### src/rtl/inst_sram_axi_bridge.sv
// rtl/inst_sram_axi_bridge.sv - sram-like instruction fetch port to single-beat AXI4 read bridge
//
// Purpose: accepts one sram-like fetch request at a time and turns each read into a
// single-beat AXI4 read (AR then R). Writes are acknowledged locally without bus traffic.
//
// Optional feature macro: INST_BRIDGE_RRESP_CHECK_EN
//   defined   -> inst_bus_err port exists and flags a non-OKAY rresp alongside inst_data_ok
//   undefined -> inst_bus_err port absent, rresp ignored
//
// Ports:
//   clk, rst                 clock, synchronous active-low reset
//   inst_req/wr/size/addr/uncached   fetch request (sampled only when inst_addr_ok=1)
//   inst_addr_ok             combinational accept
//   inst_data_ok, inst_rdata registered one-cycle response pulse and held read data
//   inst_bus_err             response error flag (feature macro only)
//   ar*                      AXI read address channel (single beat, fixed ID)
//   r*                       AXI read data channel

module inst_sram_axi_bridge #(
  parameter logic [3:0] AXI_ID = 4'd0
) (
  input  logic        clk,
  input  logic        rst,
  input  logic        inst_req,
  input  logic        inst_wr,
  input  logic [1:0]  inst_size,
  input  logic [31:0] inst_addr,
  input  logic        inst_uncached,
  output logic [31:0] inst_rdata,
  output logic        inst_addr_ok,
  output logic        inst_data_ok,
`ifdef INST_BRIDGE_RRESP_CHECK_EN
  output logic        inst_bus_err,
`endif
  output logic [3:0]  arid,
  output logic [31:0] araddr,
  output logic [7:0]  arlen,
  output logic [2:0]  arsize,
  output logic [3:0]  arcache,
  output logic        arvalid,
  input  logic        arready,
  input  logic [31:0] rdata,
  input  logic [1:0]  rresp,
  input  logic        rvalid,
  output logic        rready
);

  typedef enum logic [1:0] {
    ST_IDLE = 2'd0,
    ST_AR   = 2'd1,
    ST_R    = 2'd2
  } state_t;

  state_t      state;
  logic [31:0] req_addr;
  logic [1:0]  req_size;
  logic        req_uncached;
  logic        req_wr;

  // Accept only in IDLE; gating with rst keeps the fetch stage from seeing an
  // accept while the bridge is being held in reset.
  assign inst_addr_ok = (state == ST_IDLE) & inst_req & rst;

  assign arid    = AXI_ID;
  assign araddr  = req_addr;
  assign arlen   = 8'd0;
  assign arsize  = {1'b0, req_size};
  assign arcache = req_uncached ? 4'b0000 : 4'b1111;

`ifdef INST_BRIDGE_RRESP_CHECK_EN
  logic resp_err;
  assign inst_bus_err = inst_data_ok & resp_err;
  logic unused_ok;
  assign unused_ok = &{1'b0, req_wr};
`else
  // rresp is deliberately ignored in this build.
  logic unused_ok;
  assign unused_ok = &{1'b0, req_wr, rresp};
`endif

  always_ff @(posedge clk) begin
    if (!rst) begin
      state        <= ST_IDLE;
      arvalid      <= 1'b0;
      rready       <= 1'b0;
      inst_data_ok <= 1'b0;
      inst_rdata   <= 32'd0;
      req_addr     <= 32'd0;
      req_size     <= 2'd0;
      req_uncached <= 1'b0;
      req_wr       <= 1'b0;
`ifdef INST_BRIDGE_RRESP_CHECK_EN
      resp_err     <= 1'b0;
`endif
    end else begin
      // data_ok is a single-cycle pulse unless re-raised below.
      inst_data_ok <= 1'b0;
      case (state)
        ST_IDLE: begin
          if (inst_addr_ok) begin
            req_addr     <= inst_addr;
            req_size     <= inst_size;
            req_uncached <= inst_uncached;
            req_wr       <= inst_wr;
            if (inst_wr) begin
              // Writes are not routed to AXI; acknowledge and keep old rdata.
              inst_data_ok <= 1'b1;
`ifdef INST_BRIDGE_RRESP_CHECK_EN
              resp_err     <= 1'b0;
`endif
            end else begin
              state   <= ST_AR;
              arvalid <= 1'b1;
            end
          end
        end
        ST_AR: begin
          // arvalid and the address fields hold until the handshake.
          if (arready) begin
            arvalid <= 1'b0;
            rready  <= 1'b1;
            state   <= ST_R;
          end
        end
        ST_R: begin
          // arlen=0, so the first beat is the only beat; rlast is not needed.
          if (rvalid) begin
            rready       <= 1'b0;
            inst_rdata   <= rdata;
            inst_data_ok <= 1'b1;
            state        <= ST_IDLE;
`ifdef INST_BRIDGE_RRESP_CHECK_EN
            resp_err     <= (rresp != 2'b00);
`endif
          end
        end
        default: begin
          state   <= ST_IDLE;
          arvalid <= 1'b0;
          rready  <= 1'b0;
        end
      endcase
    end
  end

endmodule

### config.mk
export PLATFORM = sky130hd
export DESIGN_NAME = inst_sram_axi_bridge
export DESIGN_NICKNAME = d
export VERILOG_FILES = /design/src/rtl/inst_sram_axi_bridge.sv
export SDC_FILE = /design/constraint.sdc
export NUM_CORES = 1
export LEC_CHECK = 0
export CORE_MARGIN = 2
export CORE_UTILIZATION = 35
export DETAILED_ROUTE_END_ITERATION = 7
export PLACE_DENSITY = 0.73
export SETUP_SLACK_MARGIN = 0.4
export SLEW_MARGIN = 5
export SYNTH_ARGS = -nofsm -noshare
export SYNTH_HDL_FRONTEND = slang
export SYNTH_SLANG_ARGS = --single-unit
### constraint.sdc
create_clock -name clk -period 1.3 [get_ports clk]
set_input_delay 0.195 -clock clk [delete_from_list [all_inputs] [get_ports clk]]
set_output_delay 0.195 -clock clk [all_outputs]
set_load 0.01 [all_outputs]
After elaboration in Yosys (flattened, before gate mapping) --
Cells that the tools add are included.
Storage, ports and cells: register bits 72, input bits 75, output and inout bits 87, logic and storage cells 41
Operators by class: equal/unequal tests 6, mux-type cells 17, bitwise logic cells 4, reductions and logical operators 6
Operators by type and width (count):
- $mux W1 | 8
- $mux W2 | 4
- $ne A2 B2 Y1 const B | 4
- $reduce_and A4 Y1 | 2
- $pmux W1 S3 | 2
- $pmux W2 S3 | 1
- $mux W4 | 1
- $reduce_and A2 Y1 | 2
- $reduce_and A3 Y1 | 1
- $and A1 B1 Y1 | 2
- $eq A2 B1 Y1 const B | 1
- $eq A2 B2 Y1 const B | 1
- $logic_not A2 Y1 | 1
- $not A1 Y1 | 2
- $pmux W1 S2 | 1

Logic depth before layout (Yosys ltp) --
depth in word-level cells 5, gate-level depth with buffers 5, gate-level depth less buffers 3

Worst setup path after synthesis --
No wires, ideal clock.
kind register to register, start point reg state[0], end point reg req_addr[10], in the netlist araddr[10], setup time 0.072 ns, arrival 1.039 ns, required time 1.228 ns, slack 0.190 ns, cell stages (with the launch flop) 5, path buffers 2, period minus slack after synthesis 1.110 ns, path through dfxtp_1 -> nand4bb_1 -> buf_6 -> buf_6 -> mux2i_1
On the way: word-level cells in the longest chain between the ends 4
RTL lines:
- start, declared | line 54 | state_t state;
- start signal, assigned | line 83 | state <= ST_IDLE;
- start signal, assigned | line 112 | state <= ST_AR;
- start signal, assigned | line 122 | state <= ST_R;
- $logic_not A2 Y1 * | line 62, 98
- $and A1 B1 Y1 (2 in series) | line 62 | assign inst_addr_ok = (state == ST_IDLE) & inst_req & rst;
- $reduce_and A2 Y1 (no line) *
- end signal, assigned | line 101 | req_addr <= inst_addr;
- end, declared | line 55 | logic [31:0] req_addr;
Mark *: on every way between the ends. The rest lies on a longest branch, timed or not. A chain may end at the register's enable or synchronous reset.

Final worst setup path --
start point reg state[0], end point reg inst_rdata[24]
On the way: word-level cells in the longest chain between the ends 2
RTL lines:
- $eq A2 B2 Y1 | line 98 | case (state)
- $reduce_and A2 Y1 (no line)
- end signal, assigned | line 129 | inst_rdata <= rdata;
- end, declared | line 29 | output logic [31:0] inst_rdata,
No other way between the ends.

==> out/summary.log <==
INFO  outcome        run_status=completed
INFO  clock_tree     worst_skew_pair.late_latency=0.34ns
INFO  logic_synthesis synth_enable_flop_cells=0
INFO  logic_synthesis synth_top_cells_by_count=sky130_fd_sc_hd__nand2_1 (101), sky130_fd_sc_hd__dfxtp_1 (72), sky130_fd_sc_hd__mux2i_1 (67)
INFO  clock_tree     cts_hold_buffers=0
INFO  final_layout   antennaDiodeCount=0
INFO  routing        drt_iter0_markers=63
INFO  pwr            power_density=971nW/um^2
INFO  sta            hold_viol=0
INFO  sta            grt_setup_unrepaired=yes
INFO  final_layout   drive_gt1_frac=0.394
INFO  sta            number_of_max_slew_violations_in_the_final_report=0
INFO  setup_path     cp-start-kind=flip-flop
INFO  logic_synthesis area_fraction_of_the_dominant_cell_type_after_synthesis=0.480
INFO  final_layout   area_growth_syn_to_layout=71.7%
INFO  clock_tree     clock_tree_root_buffer_cell=sky130_fd_sc_hd__clkbuf_8
INFO  floorplanning  ports=162
INFO  grt            grtUsageTotal=0.158
INFO  logic_synthesis netlist_top_cells_area=sky130_fd_sc_hd__dfxtp_1 (48%), sky130_fd_sc_hd__mux2i_1 (22%), sky130_fd_sc_hd__nand2_1 (13%), sky130_fd_sc_hd__inv_1 (4.5%), sky130_fd_sc_hd__buf_4 (4.0%)
INFO  logic_synthesis postSynthCellCount=328
INFO  logic_synthesis yosysSeqAreaShare=0.480
INFO  sta            finalCritPeriodShare=0.972
INFO  logic_synthesis synth_top_flop_cell=sky130_fd_sc_hd__dfxtp_1
INFO  sta            maxClockFrequency=791MHz
INFO  setup_path     crit-reg2reg-capture=inst_rdata[24]
INFO  setup_path     critical_path_data_required_time=1.56ns
INFO  sta            setup_viol=0
INFO  logic_synthesis postSynthAreaPerCell=9.16um^2
INFO  routing        route.detailed.drc=0
INFO  routing        firstDrtPassIters=4
INFO  sta            post-route-min-period=1.26ns
INFO  floorplanning  dieArea=9340um^2
INFO  setup_path     cp_slowest_stage_delay=0.33ns
INFO  floorplanning  coreArea=8260um^2
INFO  setup_path     path_cells=buf_6 > and3b_2 > buf_12 > buf_16 > mux2i_1
INFO  placement      dpl.hpwl=4870um
INFO  routing        vias=2623
INFO  logic_synthesis synth.most_common_cell=sky130_fd_sc_hd__nand2_1
INFO  routing        drt_wl_total=7640um
INFO  grt            via_count_of_the_first_global_routing_pass=2653
INFO  logic_synthesis synth-seq-cells=72
INFO  pwr            peakVddDrop=0.430mV
INFO  setup_path     startpoint_of_the_worst_register_to_register_path=state[0]
INFO  final_layout   layout.nets=560
INFO  floorplanning  die-width=96.7um
INFO  setup_path     setup.worst_path.class=flip-flop to flip-flop
INFO  clock_tree     cts_tree=yes
INFO  setup_path     cp_slowest_cell=sky130_fd_sc_hd__dfxtp_2
INFO  floorplanning  initial_core_util=0.364
INFO  grt            grt_antenna_before_repair=0
INFO  logic_synthesis netlist_area=3010um^2
INFO  final_layout   fin_util=0.625
INFO  flow_run       max_cap_violations=0
INFO  final_layout   layout_cell_area_excl_fill=5160um^2
INFO  clock_tree     h-tree-depth=3
INFO  routing        avgViaCountPerCell=4.41
INFO  clock_tree     clock_buffers_created_by_tritoncts=9
INFO  placement      postPlaceCellArea=4520um^2
INFO  setup_path     critical_path.endpoint=inst_rdata[24]
INFO  placement      gp_congestion=0.757
INFO  setup_path     worst-endpoint-arrival=1.52ns
INFO  grt            grt_first_pass_wirelength=12100um
INFO  setup_path     r2r_setup_slack=0.04ns
INFO  pwr            leakage=2.41nW
INFO  routing        postRouteAntennaNets=0
INFO  setup_path     timing.critical_path.from=state[0]
INFO  grt            grt_remaining_overflow=0
INFO  setup_path     timing.critical_path.to_type=flip-flop
INFO  setup_path     cp_max_fo=6
INFO  floorplanning  std_cell_rows=33
INFO  logic_synthesis synth_top_area_cell=sky130_fd_sc_hd__dfxtp_1
INFO  clock_tree     cts_buffer_depth=2
INFO  hold_path      timing.hold.worst_path_depth=4
INFO  setup_path     worstRegToRegCells=5
INFO  placement      port_buffers=146
INFO  clock_tree     clkSinkCount=72
INFO  final_layout   fill_cells=695
INFO  grt            grt_max_degree=105
INFO  hold_path      holdCritPathClass=input pin to flip-flop
INFO  logic_synthesis asyncSetResetFlopFracSynth=0
INFO  sta            skew=0.0115ns
INFO  floorplanning  chipHeight=96.7um
INFO  logic_synthesis library_cells_used_by_synthesis=23
INFO  clock_tree     cts.clk_slew.worst_paths=0.08ns
INFO  routing        wl_per_cell=12.8um
INFO  logic_synthesis yosysWarnings=0
cell type report:
cell class	instances	area [um^2]	area share
clock inverters	4	45.0	0.00873
multi-input cells	195	1260	0.245
flip-flops and latches	72	1530	0.297
clock buffers	12	135	0.0262
inverters	37	144	0.0279
repair buffers	170	1910	0.370
well taps	105	131	0.0255
what timing repair did:
| action | CTS | global route |
|---|---|---|
| resized for setup | 450 | 8 |
| gates cloned | 3 | 2 |
| setup buffers | 5 | 5 |
| endpoints found under the hold margin | 0 | 0 |
| pin swaps | 4 | 6 |
| setup endpoints to repair | 145 | 146 |
layer usage:
metal / track usage / share of wire / vias up / routed length (um)
li1: - / - / 1307 / -
met1: 0.172 / 0.42 / 1211 / 3170
met2: 0.274 / 0.50 / 97 / 3800
met3: 0.0665 / 0.077 / 8 / 585
met4: 0.0585 / 0.0097 / 0 / 74
met5: 0 / 0 / - / 0
logic make-up (layout without fill, tap and decap cells):
| group | after synthesis | count (layout) | share of synthesized area |
|---|---|---|---|
| simple gates | 108 | 108 | 0.146 |
| buf+inv | 73 | 223 | 0.134 |
| flops | 72 | 72 | 0.480 |
| mux | 67 | 67 | 0.223 |
| compound gates | 7 | 7 | 0.0162 |
| other cells | 1 | 13 | 0.00125 |
stage by stage:
step	hold slack (ns)	power, mW	TNS [ns]	setup WS, ns	instances
2_1_floorplan	0.309	2.80	0	0.248	340
3_3_place_gp	0.442	3.24	-10.33	-0.363	564
3_5_place_dp	0.448	3.26	-11.67	-0.385	564
4_1_cts	0.306	5.05	0	0.0143	588
5_1_grt	0.340	5.27	-0.125	-0.0202	595
6_report	0.337	5.01	0	0.0362	595
where the power goes:
group	switching, mW	internal, mW	total (mW)
clock	0.786	0.880	1.67
sequential	0.0769	2.34	2.41
combinational	0.351	0.578	0.930
critical path, delay by kind of cell, from the launching register on:
| kind | cells | cell delay, ns |
|---|---|---|
| multiplexers | 1 | 0.20 |
| flip-flops | 1 | 0.33 |
| buffers and inverters | 3 | 0.37 |
| AND/OR/NAND/NOR | 1 | 0.27 |
layout by cell type (no fill, tap or decap), types with 2 or more instances in the layout:
master | netlist | routed
sky130_fd_sc_hd__clkinv_2 | 0 | 3
sky130_fd_sc_hd__inv_1 | 36 | 35
sky130_fd_sc_hd__clkbuf_8 | 0 | 9
sky130_fd_sc_hd__nand2_1 | 101 | 101
sky130_fd_sc_hd__inv_4 | 0 | 2
sky130_fd_sc_hd__conb_1 | 1 | 13
sky130_fd_sc_hd__clkbuf_1 | 4 | 3
sky130_fd_sc_hd__buf_12 | 0 | 4
sky130_fd_sc_hd__clkbuf_16 | 0 | 2
sky130_fd_sc_hd__or3b_4 | 0 | 2
sky130_fd_sc_hd__buf_6 | 8 | 78
sky130_fd_sc_hd__clkdlybuf4s50_1 | 0 | 71
sky130_fd_sc_hd__buf_4 | 16 | 11
sky130_fd_sc_hd__dfxtp_2 | 0 | 72
sky130_fd_sc_hd__mux2i_1 | 67 | 67
sky130_fd_sc_hd__buf_16 | 0 | 4
how the worst min path moves through the flow:
stage	startpoint	end	slack [ns]
3_3_place_gp	inst_rdata[27]	inst_rdata[27]	0.44
2_1_floorplan	inst_wr	arvalid	0.31
3_5_place_dp	inst_rdata[6]	inst_rdata[6]	0.45
6_report	rst	inst_data_ok	0.34
5_1_grt	rst	inst_data_ok	0.34
4_1_cts	rst	inst_data_ok	0.31
flip-flops by register name, summed over array words and instances, names as in the netlist:
signal / flops
arvalid: 1
araddr: 32
state: 2
req_uncached: 1
inst_data_ok: 1
rready: 1
req_size: 2
inst_rdata: 32
(Power assumes the default switching activity.)
==> RTL change 1: new RTL, same flow settings <==
The 3 states of `state_t` get a one-hot encoding in 3 bits.
--- a/src/rtl/inst_sram_axi_bridge.sv
+++ b/src/rtl/inst_sram_axi_bridge.sv
@@ -46,8 +46,8 @@
 );
 
-  typedef enum logic [1:0] {
-    ST_IDLE = 2'd0,
-    ST_AR   = 2'd1,
-    ST_R    = 2'd2
+  typedef enum logic [2:0] {
+    ST_IDLE = 3'b001,
+    ST_AR   = 3'b010,
+    ST_R    = 3'b100
   } state_t;
 
Behaviour: same outputs for any inputs over 10 cycles, from zero or initial values and one cycle with rst low; not proved beyond that.
==> RTL change 1 against the original RTL <==
Final area rose by 5.6%. Routed wire length is 11% higher. Maximum frequency fell by 6.9%. Critical path type unchanged. Sequential cell count increased by 1. Setup slack lost 0.094 ns. Hold slack got worse by 0.12 ns. Power is 6.7% higher. First-iteration DRC count up 3.2%. Core utilization increased by 0.94 points. Critical endpoint is now inst_rdata[20]$_SDFFE_PN0P_. Die area grew 1.9%. The flow now finishes with violations (negative setup slack). Sequential share of layout area fell by 1.2 points. Largest power group unchanged. Cell count up 5.7%. Area after synthesis grew 2.0%.
==> RTL change 1: results (changes against the original RTL) <==
** Finish
- The fraction of layout cells with a size suffix above 1 was 46.3% (was 39.4%).
- Area delta synth->final :: 77.9% (was 71.7%)
- Seq_cells :: 73 (was 72)
- Multi-Input Combinational :: 206 (was 195)
- Portion of the layout cell area used by clock cells :: 4.22% (was 3.49%)
- Seq/total area :: 28.5% (was 29.7%)

** GRT
- Vias in the first global route :: 2735 (was 2653)
- The overall routing resource usage was 17.2% (was 15.8%).
- GRT met1 Usage :: 21.1% (was 17.2%)
- The met3 layer usage reported by global route is 5.47% (was 6.65%).

** Clock tree
- Post-CTS Setup Repair Bufs :: 11 (was 5)
- The post-cts sizing count was 493 (was 450).

** Status
- Run status :: finished, violations left (was complete, no violations)
- Violated checks :: negative setup slack

** Worst setup path
- Launch point of the worst path :: state[1]$_SDFFE_PN0P_ (was state[0]$_SDFFE_PN0P_)
- The worst path arrival time was 1.62 ns (was 1.52 ns).
- The critical path capture point is inst_rdata[20]$_SDFFE_PN0P_ (was inst_rdata[24]$_SDFFE_PN0P_).

** Power and ir drop
- VDD IR-drop max :: 580 µV (was 430 µV)
- Leakage :: 2.34 nW (was 2.41 nW)

** Timing
- Fin Setup TNS :: -0.916 ns (was 0 ns)
- Setup slack after layout :: -0.0574 ns (was 0.0362 ns)
- The setup-violating endpoint count in the final report was 43 (was 0).
- Smallest hold slack :: 0.221 ns (was 0.337 ns)
- The largest clock skew in the final design came to 0.00889 ns (was 0.0115 ns).

** Min path
- The end point of the most critical hold path is state[1]$_SDFFE_PN0P_ (was inst_data_ok$_SDFF_PN0_).

** Place
- DP Area :: 0.00455 mm² (was 0.00452 mm²)
- Worst-case setup slack after placement :: -0.477 ns (was -0.385 ns)

** Routing
- The number of design-rule violations left by the first detailed-router iteration is 65 (was 63).
- Met2 wire len :: 4.34 mm (was 3.80 mm)
- The routed length on met1 is 3.50 mm (was 3.17 mm).

** Synthesis
- Synthesized area divided by synthesized cell count :: 8.91 µm² (was 9.16 µm²)
- Top cells by instance count after synthesis: sky130_fd_sc_hd__nand2_1 (101), sky130_fd_sc_hd__dfxtp_1 (73), sky130_fd_sc_hd__inv_1 (38) (was sky130_fd_sc_hd__nand2_1 (101), sky130_fd_sc_hd__dfxtp_1 (72), sky130_fd_sc_hd__mux2i_1 (67)).
- The sequential-to-total area share from yosys stat came to 47.7% (was 48.0%).
- The unique cell type count in the Yosys netlist is 32 (was 23).
-- RTL change 1: power by group --
group | total [mW] | internal [mW] | leakage (nW) | switching [mW]
combinational | 0.909 | 0.583 | 1.60 | 0.326
sequential | 2.42 | 2.35 | 0.626 | 0.0690
clock | 2.02 | 1.19 | 0.109 | 0.829
total | 5.34 | 4.12 | 2.34 | 1.22
-- RTL change 1: kinds of logic after synthesis --
group	share of synthesized area [%]
other	0.122
buffers and inverters	14.1
AOI/OAI and AO/OA	9.92
xor gates and xnor gates	0.286
DFF	47.7
and+or+nand+nor	16.5
muxes	11.4
-- RTL change 1: per-stage QoR --
stage          power (mW)  util, %
2_1_floorplan        2.77        -
3_5_place_dp         3.18     52.9
3_3_place_gp         3.17     52.9
5_1_grt              5.58     63.4
6_report             5.34     63.4
4_1_cts              5.36     61.9
==> RTL change 2: new RTL, same settings <==
Made on the original files. Add a define of `INST_BRIDGE_RRESP_CHECK_EN`.
--- a/src/rtl/inst_sram_axi_bridge.sv
+++ b/src/rtl/inst_sram_axi_bridge.sv
@@ -16,4 +16,6 @@
 //   ar*                      AXI read address channel (single beat, fixed ID)
 //   r*                       AXI read data channel
+
+`define INST_BRIDGE_RRESP_CHECK_EN
 
 module inst_sram_axi_bridge #(
Behaviour (old outputs only; new: inst_bus_err): unchanged (Yosys induction, for registers that start in step).
==> RTL change 2 against the original RTL <==
The flow now finishes with violations (negative setup slack). Power rose by 10%. Routed wire length grew 45%. Sequential cell count is 1 higher. Sequential share of layout area fell by 4.3 points. Die area down 4.6%. Final area up 19%. Maximum frequency decreased by 12%. Largest cell class unchanged. Setup slack got worse by 0.17 ns. Combinational power increased by 35%. Area after synthesis decreased by 4.8%.
==> RTL change 2: results (changes against the original RTL) <==
** Place
- Input/output buffers :: 149 (was 146)
- DP Area :: 0.00433 mm² (was 0.00452 mm²)
- The global placement routability congestion came to 0.706 (was 0.757).

** Routing
- The amount of wire on met3 after detailed routing is 858 µm (was 585 µm).
- Detailed router's first-iteration violation count :: 78 (was 63)
- The via count is 3051 (was 2623).
- Avg WL per Cell :: 17.2 µm (was 12.8 µm)

** Min path
- The worst hold path stage count was 3 (was 4).
- Hold-critical path endpoint :: rready$_SDFFE_PN0P_ (was inst_data_ok$_SDFF_PN0_)

** GRT
- The fraction of met2 tracks used by global routing is 41.0% (was 27.4%).
- The global-route track usage on met1 was 23.5% (was 17.2%).
- Global Route met3 Usage :: 7.02% (was 6.65%)
- The overall routing resource usage was 22.1% (was 15.8%).

** Timing
- The setup-violating endpoint count in the final report is 61 (was 0).
- The worst slack on hold paths came to 0.302 ns (was 0.337 ns).
- The largest clock skew in the final design came to 0.00745 ns (was 0.0115 ns).
- The final worst slack came to -0.134 ns (was 0.0362 ns).

** Power and ir drop
- The maximum vdd drop was 740 µV (was 430 µV).
- Leakage :: 2.69 nW (was 2.41 nW)
- Clock network fraction of total power :: 33.0% (was 33.2%)

** Finish
- Count of fill cells added during filler insertion :: 481 (was 695)

** Worst setup path
- The depth of the most critical reg-to-reg path was 7 (was 5).
- The highest cell delay on the worst timing path was 0.36 ns (was 0.33 ns).
- The worst path arrival time is 1.70 ns (was 1.52 ns).

** Status
- The checks that failed: negative setup slack.
- Run status: finished, violations left (was complete, no violations).

** Clock tree
- Post-cts sizing count :: 517 (was 450)

** Synthesis
- Top cells by instance count after synthesis: sky130_fd_sc_hd__nand2_1 (135), sky130_fd_sc_hd__dfxtp_1 (73), sky130_fd_sc_hd__o21ai_0 (34) (was sky130_fd_sc_hd__nand2_1 (101), sky130_fd_sc_hd__dfxtp_1 (72), sky130_fd_sc_hd__mux2i_1 (67)).
==> RTL change 2: stage by stage <==
step | setup slack, ns | instances
after floorplan | 0.127 | 355
after global placement | -0.568 | 575
after detailed placement | -0.617 | 575
after CTS | -0.0918 | 624
after global routing | -0.215 | 646
final | -0.134 | 646
==> RTL change 2: cell type report <==
type	instances	area, µm²	share of cell area [%]
Inverter	3	13.8	0.223
Clock inverter	4	51.3	0.833
Timing Repair Buffer	214	2600	42.1
Sequential cell	73	1560	25.3
Clock buffer	12	155	2.52
Tap cell	102	128	2.07
Multi-Input combinational cell	238	1660	26.9
==> RTL change 2: worst register-to-register path, stage by stage, from the launching register on <==
cell                       delay (ns)
sky130_fd_sc_hd__dfxtp_4         0.36
sky130_fd_sc_hd__nor4bb_4        0.31
sky130_fd_sc_hd__buf_6           0.19
sky130_fd_sc_hd__buf_12          0.14
sky130_fd_sc_hd__buf_12          0.11
sky130_fd_sc_hd__buf_16          0.12
sky130_fd_sc_hd__nand2_2         0.05
sky130_fd_sc_hd__o21ai_1         0.08
